### src/rtl/led_blink_pkg.sv
// Shared register addresses and types for the LED blink controller.
package led_blink_pkg;

    localparam logic [4:0] ADDR_CTRL    = 5'd0;
    localparam logic [4:0] ADDR_PERIOD0 = 5'd1;
    localparam logic [4:0] ADDR_STATUS  = 5'd5;

    localparam int N_LED = 4;

    typedef logic [15:0] period_t;

endpackage

### src/rtl/led_blink_if.sv
// Register-slot bus between a host and the LED blink controller.
interface led_blink_if;

    logic        cs;
    logic        read;
    logic        write;
    logic [4:0]  addr;
    logic [31:0] wr_data;
    logic [31:0] rd_data;

    modport master (output cs, read, write, addr, wr_data, input rd_data);
    modport slave  (input cs, read, write, addr, wr_data, output rd_data);

endinterface

### src/rtl/blink_channel.sv
// One LED channel: counts blink ticks and toggles its LED every PERIOD ticks.
module blink_channel
    import led_blink_pkg::*;
(
    input  logic    clk,
    input  logic    rst,
    input  logic    tick,
    input  logic    en,
    input  period_t period,
    input  logic    load,
    output logic    led
);

    period_t cnt;

    // A stopped channel (disabled or zero period) is forced dark; a load
    // restarts the count without touching the LED and beats a coincident tick.
    always_ff @(posedge clk or negedge rst) begin
        if (!rst) begin
            cnt <= '0;
            led <= 1'b0;
        end else if (!en || period == '0) begin
            cnt <= '0;
            led <= 1'b0;
        end else if (load) begin
            cnt <= '0;
        end else if (tick) begin
            if (cnt == period - 16'd1) begin
                cnt <= '0;
                led <= ~led;
            end else begin
                cnt <= cnt + 16'd1;
            end
        end
    end

endmodule

### src/rtl/led_blink_ctrl.sv
// LED blink controller: prescaler, register file, read mux and four blink channels.
module led_blink_ctrl #(
    parameter int TICK_DIV = 100000,
    parameter int N_LED    = 4
) (
    input  logic             clk,
    input  logic             rst,
    led_blink_if.slave       bus,
    output logic [N_LED-1:0] led
);

    import led_blink_pkg::*;

    localparam int PW = $clog2(TICK_DIV);

    logic [PW-1:0]    pre_cnt;
    logic             tick;
    logic             wr_en;
    logic [N_LED-1:0] en_mask;
    logic [N_LED-1:0] en_next;
    logic [N_LED-1:0] period_wr;
    logic [N_LED-1:0] load;
    period_t          period [N_LED];
    logic             unused_bits;

    assign wr_en       = bus.cs && bus.write;
    assign tick        = (pre_cnt == PW'(TICK_DIV - 1));
    assign unused_bits = ^{bus.read, bus.wr_data[31:16]};

    always_ff @(posedge clk or negedge rst) begin
        if (!rst) begin
            pre_cnt <= '0;
        end else if (tick) begin
            pre_cnt <= '0;
        end else begin
            pre_cnt <= pre_cnt + PW'(1);
        end
    end

    // Channels see the enable mask as it will be after this edge, so a disable
    // darkens the LED on the write edge and a 0->1 enable restarts the count.
    always_comb begin
        en_next   = en_mask;
        period_wr = '0;
        if (wr_en && bus.addr == ADDR_CTRL) begin
            en_next = bus.wr_data[N_LED-1:0];
        end
        for (int i = 0; i < N_LED; i++) begin
            if (wr_en && bus.addr == ADDR_PERIOD0 + 5'(i)) begin
                period_wr[i] = 1'b1;
            end
        end
        load = period_wr | (en_next & ~en_mask);
    end

    always_ff @(posedge clk or negedge rst) begin
        if (!rst) begin
            en_mask <= '0;
            for (int i = 0; i < N_LED; i++) begin
                period[i] <= '0;
            end
        end else begin
            en_mask <= en_next;
            for (int i = 0; i < N_LED; i++) begin
                if (period_wr[i]) begin
                    period[i] <= bus.wr_data[15:0];
                end
            end
        end
    end

    always_comb begin
        bus.rd_data = '0;
        if (bus.addr == ADDR_CTRL) begin
            bus.rd_data[N_LED-1:0] = en_mask;
        end else if (bus.addr == ADDR_STATUS) begin
            bus.rd_data[2*N_LED-1:0] = {en_mask, led};
        end else begin
            for (int i = 0; i < N_LED; i++) begin
                if (bus.addr == ADDR_PERIOD0 + 5'(i)) begin
                    bus.rd_data[15:0] = period[i];
                end
            end
        end
    end

    for (genvar g = 0; g < N_LED; g++) begin : g_ch
        blink_channel u_ch (
            .clk    (clk),
            .rst    (rst),
            .tick   (tick),
            .en     (en_next[g]),
            .period (period[g]),
            .load   (load[g]),
            .led    (led[g])
        );
    end

endmodule
### src/flat_wrapper.sv
// flat-port wrapper written by rule: the top's interface ports become plain ports
module led_blink_ctrl_flat import led_blink_pkg::*;
#(
    parameter int TICK_DIV = 100000,
    parameter int N_LED    = 4
)
  (clk, rst, led, bus_cs, bus_read, bus_write, bus_addr, bus_wr_data, bus_rd_data);
  led_blink_if bus_i ();
  input  logic clk;
  input  logic rst;
  output logic [N_LED-1:0] led;
  input wire logic [$bits(bus_i.cs)-1:0] bus_cs;
  input wire logic [$bits(bus_i.read)-1:0] bus_read;
  input wire logic [$bits(bus_i.write)-1:0] bus_write;
  input wire logic [$bits(bus_i.addr)-1:0] bus_addr;
  input wire logic [$bits(bus_i.wr_data)-1:0] bus_wr_data;
  output wire logic [$bits(bus_i.rd_data)-1:0] bus_rd_data;
  assign bus_i.cs = bus_cs;
  assign bus_i.read = bus_read;
  assign bus_i.write = bus_write;
  assign bus_i.addr = bus_addr;
  assign bus_i.wr_data = bus_wr_data;
  assign bus_rd_data = bus_i.rd_data;
  led_blink_ctrl #(.TICK_DIV(TICK_DIV), .N_LED(N_LED)) u_core (.clk(clk), .rst(rst), .bus(bus_i), .led(led));
endmodule
### config.mk
export PLATFORM = sky130hd
export DESIGN_NAME = led_blink_ctrl_flat
export DESIGN_NICKNAME = d
export VERILOG_FILES = /design/src/rtl/led_blink_pkg.sv /design/src/rtl/led_blink_if.sv /design/src/rtl/blink_channel.sv /design/src/rtl/led_blink_ctrl.sv /design/src/flat_wrapper.sv
export SDC_FILE = /design/constraint.sdc
export NUM_CORES = 1
export LEC_CHECK = 0
export ABC_AREA = 1
export BUFFER_PORTS_ARGS = -buffer_cell sky130_fd_sc_hd__buf_4
export CAP_MARGIN = 0
export CORE_MARGIN = 3
export CORE_UTILIZATION = 55
export DETAILED_ROUTE_END_ITERATION = 12
export PLACE_DENSITY_LB_ADDON = 0.25
export SLEW_MARGIN = 20
export SYNTH_ARGS = -nofsm -noshare
export SYNTH_HDL_FRONTEND = slang
export SYNTH_SLANG_ARGS = --single-unit
### constraint.sdc
create_clock -name clk -period 2.3 [get_ports clk]
set_clock_uncertainty 0.05 [all_clocks]
set_input_delay 0.115 -clock clk [delete_from_list [all_inputs] [get_ports clk]]
set_output_delay 0.115 -clock clk [all_outputs]
set_load 0.05 [all_outputs]
==> results.toml <==
[logic_synthesis]
synth_top_family_by_area = "simple AND/OR/NAND/NOR gates"
synth_adder_area_share = 0.0102
synth_top_area_cell = "dfrtp_1"
synth_compound_area_frac = 0.111
ys_seq_area_frac = 0.346
yosys-top-cells-count = "nand2_1 (469), inv_1 (206), nor2_1 (168)"
syn_area_um2 = 11100
ys.flop_type = "dfrtp_1"
netlist.area_leader.share = 0.346
yosysWarnings = 0
synth_edf_count = 0
avgSynthCellArea_um2 = 6.74
synthDistinctLibCells = 48
muxShareOfSynthArea = 0
async_flop_share = 1.00
synth-xor-area-share = 0.0799
synth_seq_cells = 153
post-synth-top-count-cell = "nand2_1"
syn_inst = 1641
yosys.area_share.simple = 0.351
synthTopCellsByArea = "dfrtp_1 (35%), nand2_1 (16%), inv_1 (7.0%), nand3_1 (5.7%), nor2_1 (5.7%)"

[global_route]
antenna_found_initial = 1
grt-ovfl-total = 0
grtUsageTotal = 0.291
grt_pass1_vias = 10100
grt_max_degree = 55
grt_pass1_wl_mm = 51.2

[clock_tree]
clkTransAtPathRegs_ps = 60
root_buffer = "clkbuf_16"
cts_inserted_buffers = 17
cts_tree = "built"
clockBufferDepth = 2
clock-sinks = 153
clock_latency_ps = 420
htreeDepth = 4

[die]
dieArea_um2 = 21900
ioPinCount = 78
num_rows = 51
dieHeight_um = 148
chipWidth_um = 148
core-area_um2 = 19600
start_util = 0.565

[placement]
dp.final_hpwl_mm = 24.1
gp_congestion = 1.01
portBuffers = 44

[sta]
hold_viol = 0
period_needed_ps = 2200
max-slew-margin-rel = 0.660
drv_slew = 0
worst_pin_slew_ps = 510
hold-worst-slack_ps = 38.1
fin_crit_sh = 0.958
finalSetupViolCount = 0
fmax_ghz = 0.454

[power_and_ir_drop]
power_leakage_nw = 6.37
switchingPower_mw = 3.75
combPwrFrac = 0.373
switching_share = 0.392
vdd_ir_drop_max_mv = 0.524
p_per_area_nw_per_um2 = 751
clkPwrFrac = 0.297
power.total_mw = 9.58
internal_power_mw = 5.83
power_frac_seq = 0.330

[detailed_routing]
dr.pass1.iters = 5
drt_iter0_markers = 980
drc = 0
routed_via_density = 5.45
post_drt_wl_per_cell_um = 16.0
vias = 10900
routed_wirelength_mm = 32.1
antenna_left = 0

[worst_hold_path]
hold_depth = 3
hold_end = "u_core.period[44]"
hold_path.class = "input pin to flop"
hp-start = "bus_wr_data[12]"

[setup_path]
critPathCaptureType = "primary output"
crit_arrival_ps = 2040
reg2reg_from = "u_core.period[33]"
start_kind = "flop"
r2r_slack_ps = 100
worstRegToRegCells = 12
r2r_end = "u_core.g_ch[1].u_ch.cnt[0]"
crit_required_ps = 2130
crit_path_start = "u_core.period[56]"
critPathKind = "flop to primary output"
crit_fanout = 3

[status]
status = "complete, no violations"

[final_layout]
postLayoutCoreUtil = 0.651
nets = 1776
antenna-diode-count = 0
drive_gt1_frac = 0.128
area_growth_syn_to_layout_pct = 15.2

[job]
maxCapViolations = 0
==> cell type report <==
cell class | instances | area, µm²
clock buffer | 22 | 454
clock inverter | 8 | 123
fill | 1755 | 6840
inverter | 220 | 832
multi-input combinational | 1233 | 6390
sequential | 153 | 3830
tap | 265 | 332
timing repair buffer | 100 | 783
==> power groups by stage <==
stage / logic [mW] / clock network, mW / registers (mW)
global placement: 3.18 / 0 / 3.19
detailed placement: 3.25 / 0 / 3.19
CTS: 3.29 / 2.87 / 3.15
finish: 3.57 / 2.84 / 3.16
floorplan: 2.50 / 0 / 3.11
global route: 4.00 / 2.99 / 3.18
==> stage by stage <==
stage	cell area, µm²	std cells	setup TNS (ps)	worst slack (ps)
4_1_cts	12500	1992	0	5.45
3_5_place_dp	11800	1957	0	0.217
2_1_floorplan	11100	1656	0	211
6_report	12700	2001	0	97.4
3_3_place_gp	11800	1957	0	75.1
5_1_grt	12700	2001	-115	-31.3
==> cell families after synthesis <==
family,Yosys count
flops,153
xor+xnor,101
fa+ha+maj,9
compound gates,222
other cells,1
buf+inv,271
simple gates,884
==> layout by cell type, fill, tap and decap left out, drive strengths merged, types with 8 or more instances in the layout <==
master    n
clkbuf   22
o21ai   130
nand3   133
o22ai     8
xor2     58
a21oi    58
buf      95
nor3     27
nand2   480
xnor2    43
nor2    185
inv     219
ha        9
nand3b   13
dfrtp   153
nand4    32
conb     16
==> flip-flops by register name, summed over array words and instances, names as in the netlist <==
signal                count
u_core.en_mask            4
u_core.g_ch.u_ch.cnt     64
u_core.g_ch.u_ch.led      4
u_core.period            64
u_core.pre_cnt           17
==> worst max path at each step <==
stage	endpoint	slack, ps	cells after the start
finish	bus_rd_data[8]	100	6
global route	u_core.g_ch[3].u_ch.cnt[14]	-30	14
CTS	u_core.g_ch[2].u_ch.cnt[0]	5	13
detailed placement	u_core.g_ch[2].u_ch.cnt[10]	0.2	13
global placement	u_core.g_ch[2].u_ch.cnt[15]	80	13
floorplan	u_core.g_ch[0].u_ch.cnt[11]	210	15
==> critical path, stage by stage, from the launching register on <==
cell and delay (ps):
dfrtp_1 380, buf_4 150, inv_1 40, o21ai_0 310, o221ai_1 200, a21oi_1 280
buf_4 260
==> repair_timing <==
action	in CTS	in global routing
setup buffers	0	8
gates resized for setup	3	59
setup endpoints to repair	16	70
hold endpoints to repair	50	0
hold buffers	5	0
pin swaps	0	5
gates cloned	0	1
==> layer usage <==
metal / track usage / vias to the layer above / wire length [µm]
li1: - / 5389 / -
met2: 0.450 / 400 / 14300
met1: 0.399 / 5045 / 14000
met5: 0.0205 / - / 41
met3: 0.0910 / 75 / 2880
met4: 0.0758 / 4 / 881
(Power assumes the default switching activity.)
